<file path="config.mk">
export PLATFORM = sky130hd
export DESIGN_NAME = seq_logic_unit
export DESIGN_NICKNAME = d
export VERILOG_FILES = /design/src/rtl/seq_logic_unit.sv
export SDC_FILE = /design/constraint.sdc
export NUM_CORES = 1
export LEC_CHECK = 0
export CORE_MARGIN = 3
export CORE_UTILIZATION = 58
export DETAILED_ROUTE_END_ITERATION = 10
export GPL_TIMING_DRIVEN = 0
export PLACE_DENSITY = 0.95
export SLEW_MARGIN = 20
export SYNTH_ARGS = -nofsm -noshare
export SYNTH_HDL_FRONTEND = slang
export SYNTH_SLANG_ARGS = --single-unit
</file>
<file path="constraint.sdc">
create_clock -name clk -period 3.6 [get_ports clk]
set_clock_uncertainty 0.05 [all_clocks]
set_input_delay 1.08 -clock clk [delete_from_list [all_inputs] [get_ports clk]]
set_output_delay 1.08 -clock clk [all_outputs]
set_load 0.01 [all_outputs]
</file>
<file path="src/rtl/seq_logic_unit.sv">
// ---------------------------------------------------------------------------
// seq_logic_unit
//
// Purpose:
//   Applies a bitwise logic operation (AND / OR / XOR / NOR) to two WIDTH-bit
//   operands, SLICE bits per clock. Operands and the op code are latched when
//   the block accepts start. The result is then built one slice per cycle.
//   Once the last slice is written, result and zero are held until the
//   consumer acknowledges them.
//
// Handshake (valid/ready):
//   - start is accepted only on an edge where in_ready=1; at any other time
//     start is ignored.
//   - result/zero are valid while result_valid=1. They stay stable until ack=1
//     is sampled on an edge while result_valid=1. ack at any other time is
//     ignored.
//   - When start and ack are high in the same HOLD cycle, the block only
//     retires the held result. The new start must be presented again once
//     in_ready=1.
//
// Ports:
//   clk          rising-edge clock
//   rst_n        synchronous active-low reset
//   start        request to start an operation (sampled only in IDLE)
//   op           00 AND, 01 OR, 10 XOR, 11 NOR
//   a, b         operands (WIDTH bits)
//   ack          consumer has taken the result (sampled only in HOLD)
//   in_ready     block can accept start (IDLE)
//   busy         operation in progress (RUN)
//   result_valid result and zero are valid (HOLD)
//   result       operation result, retained after the operation finishes
//   zero         high when result is all zeros
//
// Parameters:
//   WIDTH  operand/result width; must be a nonzero multiple of SLICE
//   SLICE  bits processed per clock
// ---------------------------------------------------------------------------
module seq_logic_unit #(
  parameter int WIDTH = 32,
  parameter int SLICE = 8
) (
  input  logic             clk,
  input  logic             rst_n,
  input  logic             start,
  input  logic [1:0]       op,
  input  logic [WIDTH-1:0] a,
  input  logic [WIDTH-1:0] b,
  input  logic             ack,
  output logic             in_ready,
  output logic             busy,
  output logic             result_valid,
  output logic [WIDTH-1:0] result,
  output logic             zero
);

  localparam int NSLICE = WIDTH / SLICE;
  // The counter always has at least one bit, even when NSLICE = 1.
  localparam int CNT_W  = (NSLICE > 1) ? $clog2(NSLICE) : 1;

  localparam logic [1:0] OP_AND = 2'b00;
  localparam logic [1:0] OP_OR  = 2'b01;
  localparam logic [1:0] OP_XOR = 2'b10;
  localparam logic [1:0] OP_NOR = 2'b11;

  typedef enum logic [1:0] {
    IDLE = 2'd0,
    RUN  = 2'd1,
    HOLD = 2'd2
  } state_t;

  state_t state;
  state_t state_next;

  // Operands and op code, frozen at acceptance.
  logic [WIDTH-1:0] a_q;
  logic [WIDTH-1:0] b_q;
  logic [1:0]       op_q;
  logic [CNT_W-1:0] cnt;

  logic             accept;
  logic             last_slice;
  logic [WIDTH-1:0] op_full;
  logic [WIDTH-1:0] result_next;

  // -------------------------------------------------------------------------
  // State register
  // -------------------------------------------------------------------------
  always_ff @(posedge clk) begin
    if (!rst_n) begin
      state <= IDLE;
    end else begin
      state <= state_next;
    end
  end

  // -------------------------------------------------------------------------
  // Next-state logic and output decode.
  // The outputs depend on the state only, so no input reaches an output
  // combinationally.
  // -------------------------------------------------------------------------
  always_comb begin
    state_next   = state;
    in_ready     = 1'b0;
    busy         = 1'b0;
    result_valid = 1'b0;
    accept       = 1'b0;
    unique case (state)
      IDLE: begin
        in_ready = 1'b1;
        if (start) begin
          accept     = 1'b1;
          state_next = RUN;
        end
      end
      RUN: begin
        busy = 1'b1;
        if (last_slice) begin
          state_next = HOLD;
        end
      end
      HOLD: begin
        result_valid = 1'b1;
        // start is deliberately not looked at here, even when it is high
        // together with ack.
        if (ack) begin
          state_next = IDLE;
        end
      end
      default: begin
        state_next = IDLE;
      end
    endcase
  end

  // -------------------------------------------------------------------------
  // Datapath
  // -------------------------------------------------------------------------
  assign last_slice = (cnt == CNT_W'(NSLICE - 1));

  // The op is evaluated over the full width. Only the slice the counter
  // selects is committed to result on each RUN edge.
  always_comb begin
    op_full = '0;
    unique case (op_q)
      OP_AND:  op_full = a_q & b_q;
      OP_OR:   op_full = a_q | b_q;
      OP_XOR:  op_full = a_q ^ b_q;
      OP_NOR:  op_full = ~(a_q | b_q);
      default: op_full = '0;
    endcase
  end

  // Slices the counter does not select keep their previous value.
  always_comb begin
    result_next = result;
    for (int k = 0; k < NSLICE; k++) begin
      if (cnt == CNT_W'(k)) begin
        result_next[k*SLICE +: SLICE] = op_full[k*SLICE +: SLICE];
      end
    end
  end

  always_ff @(posedge clk) begin
    if (!rst_n) begin
      a_q    <= '0;
      b_q    <= '0;
      op_q   <= '0;
      cnt    <= '0;
      result <= '0;
      zero   <= 1'b0;
    end else begin
      if (accept) begin
        a_q  <= a;
        b_q  <= b;
        op_q <= op;
        cnt  <= '0;
      end else if (state == RUN) begin
        result <= result_next;
        cnt    <= cnt + 1'b1;
        // zero is taken from the complete new result, including the slice
        // written on this same edge.
        if (last_slice) begin
          zero <= ~|result_next;
        end
      end
    end
  end

endmodule

</file>
==> summary.md, run 1 <==
| Metric | Value |
|---|---|
| Most common cell in the netlist | `nand2_1` |
| Setup CP Type | `reg2out` |
| Syn Nets | `930` |
| Final WS setup | `0.327 ns` |
| Leakage | `3.10 nW` |
| Resize count post-CTS | `0` |
| Top-Level Pins | `106` |
| Cell family with the largest share of critical-path delay | `buffers and inverters` |
| Clock transition at path regs | `0.11 ns` |
| Core area | `10,300 sq um` |
| Worst path cell trace | `nor2b_1 > buf_2 > clkbuf_1 > clkdlybuf4s50_1` |
| Sequential power share | `47.0%` |
| Post-synth EDFFs | `0` |
| Net Switching | `roughly 0.76 mW` |
| Dpl hpwl | `13,600 um` |
| Initial antenna violation count | `0` |
| Synthesized area per cell | `7.81 sq um` |
| Pwr dens | `348 nW/um^2` |
| FMAX | `306 MHz` |
| Width of the die | `between 100 and 150 um` |
| Syn. warnings | `0` |
| GRT Util Overall | `30.1%` |
| Hold Crit Class | `reg2reg` |
| CTS tree | `done` |
| Post-synth top area cell | `dfxtp_1` |
| Register bit total from synthesis | `between 100 and 150` |
| Share of async-settable or async-resettable flops after synthesis | `0%` |
| Synthesized area | `6180 sq um` |
| Max-cap viol count | `0` |
| Sw Share | `~29%` |
| RD Place Congestion | `0.959` |
| Required time worst endpoint | `2.47 ns` |
| Final hold violation count | `0` |
| Crit start category | `register` |
| Crit-path max FO | `10` |
| Num CTS Buffers | `9` |
| Synth Instances | `792` |
| Worst slack, placed | `0.545 ns` |
| Die height | `109 um` |
| Largest net degree at the start of global routing | `17` |
| Fin nets | `1,046` |
| Detailed Route Iter0 Violations | `between 500 and 600` |
| Seq/Total Area, Yosys | `33.4%` |
| Remaining routing DRC violations | `0` |
| ANT cells | `0` |
| Flop-to-flop setup slack | `roughly 1.1 ns` |
| GR Overflow Total | `0` |
| WHS | `0.441 ns` |
| Layout cells sized above 1 | `around 3.5%` |
| RSZ-0062 raised after global routing | `no` |
| Max H-tree Level | `3` |
| Critical Path AT | `2.14 ns` |
| Cell row count | `37` |
| Starting Density | `59.9%` |
| Min Tclk post-route | `between 3 and 4 ns` |
| Worst-Skew Late Latency | `~0.38 ns` |
| Crit path largest cell delay | `~0.63 ns` |
| Clock Sinks | `between 100 and 150` |
| Status | `finished, final reports clean` |
| Clock power frac | `approximately 33%` |
| Finished Core Util | `around 74%` |
| Post-synth top cells | `nand2_1 (180), dfxtp_1 (103), a21boi_0 (89)` |
| CP max stage cell | `clkdlybuf4s50_1` |
| Sum of buffers and inverters on the critical path | `3` |
| Synth area leaders | `dfxtp_1 (33%), ha_1 (14%), nand2_1 (11%), a21boi_0 (11%), inv_1 (4.3%)` |
| CP endpoint kind | `primary output` |
| Root buf cell | `clkbuf_8` |
| Area grow syn2layout | `23.5%` |
| Sum Neg Setup Slack | `0 ns` |
| Worst ir drop on vdd | `0.000225 V` |
| Max_slew headroom | `55.9%` |
| Vias per cell | `5.80` |
| Vias in the first global route | `between 5,000 and 6,000` |
| Internal Power | `1.89 mW` |
| First-pass iteration count of the detailed router | `5` |
| # Post-CTS Setup Buffers | `0` |
| Clock buffer depth | `2` |
| CTS hold repair buffers | `0` |
| First-pass GRT wire length | `28,000 um` |
| Vias | `6,074` |
| DRT antenna net count | `0` |
| Final period util | `90.9%` |
| Fill count | `between 700 and 800` |
| Final Max Slew Viols | `0` |
| Die footprint | `11,900 sq um` |
| PortBufs | `105` |
| Post-synth cell types | `40` |
| Routed length per instance | `17.1 um` |
| Final Routed Wirelength | `17,900 um` |
| Synth Flop Type | `dfxtp_1` |
| Yosys top cell area share | `approximately a third` |
| Final setup fails | `0` |
| Comb power frac | `between 20% and 30%` |
| Worst slew pin tran | `between 0.6 and 0.7 ns` |
-- power groups by stage --
stage / logic [mW] / clock network (mW) / registers [mW]
final: 0.544 / 0.863 / 1.25
after global routing: 0.597 / 0.898 / 1.25
after CTS: 0.533 / 0.853 / 1.24
after detailed placement: 0.523 / 0 / 1.27
after global placement: 0.503 / 0 / 1.27
after floorplan: 0.320 / 0 / 1.25
-- path summary, 6_finish.rpt --
check | start | depth (start not counted) | endpoint
min | result[21] | 2 | result[21]
max reg2reg | op_q[1] | 7 | zero
min reg2reg | result[21] | 2 | result[21]
max | state[0] | 4 | busy
-- sequential cells by signal, summed over array words and instances (netlist names) --
signal  flops
a_q        32
b_q        32
result     32
cnt         2
op_q        2
state       2
zero        1
-- layer usage --
| metal | part of all wire [%] | wire, um | GRT usage, % | up-vias |
|---|---|---|---|---|
| li1 | - | - | - | 2859 |
| met1 | 41 | 7390 | 39.1 | 2823 |
| met2 | 46 | 8300 | 50.5 | 350 |
| met3 | 9.6 | 1720 | 4.97 | 42 |
| met4 | 2.6 | 465 | 10.7 | 0 |
| met5 | 0 | 0 | 0 | - |
-- tightest hold or removal path: stages (launching register included) --
cell and delay [ns]:
dfxtp_1 0.33, nand2_1 0.05, a21boi_0 0.06
-- kinds of logic (layout without fill, tap and decap cells) --
family | Yosys count | count (layout) | share of synthesized area [%]
AO/OA/AOI/OAI | 193 | 193 | 22.4
XOR/XNOR | 1 | 1 | 0.142
adder cells (fa/ha/maj) | 68 | 68 | 13.8
buffers and inverters | 123 | 242 | 8.26
flip-flops | 103 | 103 | 33.4
multiplexers | 5 | 5 | 0.830
AND/OR/NAND/NOR | 299 | 299 | 21.3
-- placed cells by master, fill, tap and decap left out, types with 3 or more instances in the layout --
master	count
nand4_1	22
buf_1	3
clkbuf_1	35
clkbuf_8	9
nor3_1	4
dfxtp_1	103
nand2b_1	3
a22oi_1	4
a221oi_1	4
nor2_1	43
nand2_1	180
bufinv_16	3
a21oi_1	8
mux2i_1	4
a21boi_0	89
buf_6	5
clkdlybuf4s50_1	105
a211o_1	25
o21ai_1	6
and2_1	10
a31oi_1	3
o21ai_0	36
buf_2	9
ha_1	68
nor4_1	3
inv_1	70
nor2b_1	32
-- cell type report --
type,count,area (sq um),share of cell area [%]
buffer,52,244,3.20
clock buffer,9,124,1.62
clock inverter,5,106,1.39
inverter,71,267,3.49
multi-input combinational,566,3610,47.3
sequential,103,2060,27.0
tap,136,170,2.23
timing repair buffer,105,1050,13.8
-- metrics by stage --
step	instances	cell area (sq um)	power [mW]
5_1_grt	1047	7630	2.75
6_report	1047	7630	2.65
3_3_place_gp	1033	7400	1.77
2_1_floorplan	792	6180	1.57
4_1_cts	1047	7630	2.63
3_5_place_dp	1033	7400	1.79
(Power assumes the default switching activity.)
==> inputs of run 2 (changes only) <==
CTS_CLUSTER_SIZE = 28   (was default)
PLACE_DENSITY = default   (was 0.95)
PLACE_DENSITY_LB_ADDON = 0.2   (was default)
==> summary.md, run 2 (synthesis results as in run 1) <==
| Metric | Value |
|---|---|
| Crit-path max FO | `10 (unchanged)` |
| Dpl hpwl | `13,800 um (+1.9%)` |
| Num CTS Buffers | `9 (unchanged)` |
| Width of the die | `109 um (unchanged)` |
| Layout cells sized above 1 | `3.72% (+0.21 points)` |
| Internal Power | `1.91 mW (+1.1%)` |
| GR Overflow Total | `0 (unchanged)` |
| Worst-Skew Late Latency | `0.39 ns (about the same)` |
| CP endpoint kind | `primary output` |
| Most frequent cells in the layout | `nand2_1 (180), clkdlybuf4s50_1 (105), dfxtp_1 (103), a21boi_0 (89), inv_1 (70)` |
| Final period util | `90.6% (-0.33 points)` |
| Comb power frac | `20.2% (-0.3 points)` |
| Max H-tree Level | `3 (unchanged)` |
| Detailed Route Iter0 Violations | `456 (-11%)` |
| Worst slew pin tran | `0.661 ns (+0.000206 ns)` |
| RD Place Congestion | `0.910 (-5.1%)` |
| Resize count post-CTS | `0 (unchanged)` |
| Vias per cell | `5.68 (-2.1%)` |
| Commonest non-fill, non-tap cell in the layout | `nand2_1` |
| Routed length per instance | `17.1 um (about the same)` |
| Largest net degree at the start of global routing | `17 (unchanged)` |
| Net Switching | `0.766 mW (+0.54%)` |
| Required time worst endpoint | `2.47 ns (about the same)` |
| Final hold violation count | `0 (unchanged)` |
| Sequential power share | `46.4% (-0.6 points)` |
| Final Routed Wirelength | `17,900 um (+0.24%)` |
| Worst slack, placed | `0.409 ns (-0.136 ns)` |
| Clock transition at path regs | `0.10 ns (about the same)` |
| Setup CP Type | `reg2out` |
| Leakage | `3.11 nW (+0.34%)` |
| Starting Density | `59.9% (unchanged)` |
| CTS hold repair buffers | `0 (unchanged)` |
| Root buf cell | `clkbuf_8` |
| CTS tree | `done` |
| Largest registers | `a_q (32), b_q (32), result (32)` |
| Die height | `109 um (unchanged)` |
| Hold Crit Class | `reg2reg` |
| Tot Pwr | `2.68 mW (+0.91%)` |
| FMAX | `307 MHz (+0.36%)` |
| Vias in the first global route | `5,646 (-2.1%)` |
| RSZ-0062 raised after global routing | `no` |
| Finished Core Util | `74.1% (+0.15 points)` |
| Core area | `10,300 sq um (unchanged)` |
| Sum Neg Setup Slack | `0 ns (unchanged)` |
| Crit path largest cell delay | `0.64 ns (about the same)` |
| GRT Util Overall | `30.1% (about the same)` |
| Final instance area | `7650 sq um (+0.20%)` |
| Cell row count | `37 (unchanged)` |
| Critical Path AT | `2.13 ns (about the same)` |
| Clock power frac | `33.4% (+0.9 points)` |
| Max_slew headroom | `55.9% (about the same)` |
| Worst ir drop on vdd | `0.000229 V (+1.8%)` |
| Min Tclk post-route | `3.26 ns (-0.0118 ns)` |
| Clock Sinks | `103 (unchanged)` |
| Worst path cell trace | `nor2b_1 > buf_2 > clkbuf_1 > clkdlybuf4s50_1` |
| Initial antenna violation count | `0 (unchanged)` |
| Final setup fails | `0 (unchanged)` |
| DRT antenna net count | `0 (unchanged)` |
| First-pass GRT wire length | `27,600 um (-1.5%)` |
| Remaining routing DRC violations | `0 (unchanged)` |
| Final WS setup | `0.339 ns (+0.0118 ns)` |
| Crit start category | `register` |
| DP Cell Count | `1,033 (unchanged)` |
| Die footprint | `11,900 sq um (unchanged)` |
| CP max stage cell | `clkdlybuf4s50_1` |
| ANT cells | `0 (unchanged)` |
| Status | `finished, final reports clean` |
| DP Area | `7400 sq um (unchanged)` |
| WHS | `0.437 ns (-0.00381 ns)` |
| Fin nets | `1,046 (unchanged)` |
| Clock buffer depth | `2 (unchanged)` |
| Area grow syn2layout | `23.7%` |
| Final Max Slew Viols | `0 (unchanged)` |
| Vias | `5,958 (-1.9%)` |
| First-pass iteration count of the detailed router | `5 (unchanged)` |
| Pwr dens | `350 nW/um^2 (+0.71%)` |
| Final cell count without fillers | `1,049 (+0.19%)` |
| Max-cap viol count | `0 (unchanged)` |
| Sw Share | `28.6% (-0.10 points)` |
| # Post-CTS Setup Buffers | `0 (unchanged)` |
| Top-Level Pins | `106 (unchanged)` |
| PortBufs | `105 (unchanged)` |
## run 2: cell types whose count changed in the layout (fill, tap and decap cells not counted)
cell,change
clkbuf_8,+1
inv_6,-1
clkinv_2,+2
## run 2: routing by layer
metal | wire length, um | track usage (%) | up-vias
met5 | 0 | 0 | -
met2 | 8260 | 49.2 | 282
met4 | 340 | 9.44 | 0
met3 | 1710 | 5.62 | 40
li1 | - | - | 2857
met1 | 7620 | 40.3 | 2779
## run 2: area by class of cell
cell class | instances | area [sq um]
flip-flops and latches | 103 | 2060
clock buffers | 10 | 138
repair buffers | 105 | 1050
clock inverters | 6 | 108
fillers | 794 | 2680
well taps | 136 | 170
multi-input cells | 566 | 3610
plain buffers | 52 | 244
inverters | 71 | 267
## run 2: worst paths after layout
kind / slack (ns) / end / start / cells after the start
hold / removal: 0.44 / result[30] / result[30] / 2
setup reg to reg: 1.08 / zero / op_q[1] / 7
setup / recovery: 0.34 / busy / state[0] / 4
hold reg to reg: 0.44 / result[30] / result[30] / 2
## run 2: critical path: cells and delay by family (launching register included)
family | cells | cell delay, ns
simple gates | 1 | 0.12
buf+inv | 3 | 1.29
flops | 1 | 0.35
## run 2: power by group through the flow
stage / combinational (mW) / clock (mW) / sequential, mW
after detailed placement: 0.527 / 0 / 1.27
after CTS: 0.533 / 0.895 / 1.24
after floorplan: 0.320 / 0 / 1.25
final: 0.542 / 0.894 / 1.24
after global routing: 0.594 / 0.945 / 1.25
after global placement: 0.506 / 0 / 1.26
==> inputs of run 3 (changes only) <==
CORE_ASPECT_RATIO = 2   (was default)
SETUP_SLACK_MARGIN = 0.5   (was default)
==> summary.md, run 3 (synthesis results as in run 1) <==
| Metric | Value |
|---|---|
| Status | `finished, final reports clean` |
| Critical Path AT | `1.88 ns (-0.25 ns)` |
| Pwr dens | `359 nW/um^2 (+2.5%)` |
| Vias | `5,922 (-0.60%)` |
| DRT antenna net count | `0 (unchanged)` |
| Fin nets | `1,046 (unchanged)` |
| Layout cells sized above 1 | `3.62% (-0.11 points)` |
| Crit-path max FO | `10 (unchanged)` |
| Core area | `10,300 sq um (-0.42%)` |
| GR Overflow Total | `0 (unchanged)` |
| Clock buffer depth | `2 (unchanged)` |
| Max_slew headroom | `55.8% (-0.16 points)` |
| First-pass GRT wire length | `29,200 um (+6.0%)` |
| Worst ir drop on vdd | `0.000299 V (+30%)` |
| Initial antenna violation count | `0 (unchanged)` |
| Area grow syn2layout | `24.4%` |
| Required time worst endpoint | `2.47 ns (about the same)` |
| FMAX | `333 MHz (+8.5%)` |
| Detailed Route Iter0 Violations | `294 (-36%)` |
| Root buf cell | `clkbuf_16` |
| Final setup fails | `0 (unchanged)` |
| Vias in the first global route | `6,050 (+7.2%)` |
| Fill count | `812 (+2.3%)` |
| Clock transition at path regs | `0.07 ns (-0.03 ns)` |
| Final Routed Wirelength | `18,300 um (+2.1%)` |
| Worst slew pin tran | `0.664 ns (+0.00240 ns)` |
| Die height | `152 um (+39%)` |
| Max H-tree Level | `3 (unchanged)` |
| Starting Density | `60.1% (+0.26 points)` |
| Cell row count | `52 (+41%)` |
| ANT cells | `0 (unchanged)` |
| Commonest non-fill, non-tap cell in the layout | `nand2_1` |
| # Post-CTS Setup Buffers | `0 (unchanged)` |
| Hold Crit Class | `reg2reg` |
| GRT Util Overall | `30.9% (+0.74 points)` |
| Leakage | `3.12 nW (+0.51%)` |
| CTS tree | `done` |
| Most frequent cells in the layout | `nand2_1 (180), clkdlybuf4s50_1 (105), dfxtp_1 (103), a21boi_0 (89), inv_1 (70)` |
| CP endpoint kind | `primary output` |
| Clock Sinks | `103 (unchanged)` |
| Num CTS Buffers | `9 (unchanged)` |
| PortBufs | `105 (unchanged)` |
| Worst-Skew Late Latency | `0.35 ns (-0.04 ns)` |
| Width of the die | `79.0 um (-28%)` |
| Die footprint | `12,000 sq um (+0.64%)` |
| Vias per cell | `5.66 (-0.41%)` |
| Remaining routing DRC violations | `0 (unchanged)` |
| Largest net degree at the start of global routing | `17 (unchanged)` |
| Largest registers | `a_q (32), b_q (32), result (32)` |
| Top-Level Pins | `106 (unchanged)` |
| Final Max Slew Viols | `0 (unchanged)` |
| Setup CP Type | `reg2out` |
| Routed length per instance | `17.5 um (+2.3%)` |
| Final period util | `83.5% (-7.1 points)` |
| Min Tclk post-route | `3.01 ns (-0.255 ns)` |
| RD Place Congestion | `0.927 (+1.8%)` |
| Dpl hpwl | `14,800 um (+6.8%)` |
| Final hold violation count | `0 (unchanged)` |
| First-pass iteration count of the detailed router | `5 (unchanged)` |
| Max-cap viol count | `0 (unchanged)` |
| Sum Neg Setup Slack | `0 ns (unchanged)` |
| RSZ-0062 raised after global routing | `no` |
| Finished Core Util | `74.8% (+0.73 points)` |
| Crit start category | `register` |
## run 3: cell types whose count changed in the layout (fill, tap and decap cells not counted), sizes merged
| cell | change |
|---|---|
| bufinv | -2 |
| clkinvlp | +1 |
| clkinv | -1 |
| inv | +1 |
## run 3: layout make-up
type,count,area (sq um),area share (%)
sequential,103,2060,26.8
buffer,52,245,3.19
inverter,71,267,3.47
clock buffer,10,229,2.98
multi-input combinational,566,3610,46.9
tap,135,169,2.20
clock inverter,5,58.8,0.765
timing repair buffer,105,1050,13.7
## run 3: timing repair
item | CTS | global route
endpoints found under the setup margin | 1 | 0
gates resized for setup | 1 | 0
hold buffers | 0 | 0
## run 3: final timing paths
path / from / to / slack [ns] / cells past startpoint
worst max-delay path: state[0] / busy / 0.59 / 4
worst min-delay path: result[11] / result[11] / 0.43 / 2
worst max register to register: op_q[1] / zero / 1.00 / 7
worst min register to register: result[11] / result[11] / 0.43 / 2
## run 3: worst max-delay path, stage by stage (launching register included)
cell             delay [ns]
dfxtp_1                0.35
nor2b_1                0.12
buf_2                  0.21
clkbuf_2               0.27
clkdlybuf4s50_1        0.58
## run 3: power breakdown
group / switching (mW) / internal, mW
logic: 0.302 / 0.242
clock network: 0.437 / 0.537
registers: 0.0504 / 1.19
total: 0.790 / 1.97
## run 3: per-layer routing
layer	vias to the layer above	GRT usage, %	share of wire [%]
li1	2864	-	-
met2	222	57.1	53
met5	-	0	0
met3	63	4.21	4.7
met4	0	15.9	4.7
met1	2773	32.8	37
## run 3: per-stage QoR
stage                     total power [mW]  worst slack, ns  hold slack (ns)  std cells  area, sq um
after CTS                             2.76            0.607            0.438       1047         7690
after global routing                  2.86            0.503            0.464       1047         7690
after global placement                1.78            0.626            0.409       1032         7400
after floorplan                       1.57             1.52            0.410        792         6180
final                                 2.76            0.594            0.433       1047         7690
after detailed placement              1.80            0.529            0.430       1032         7400
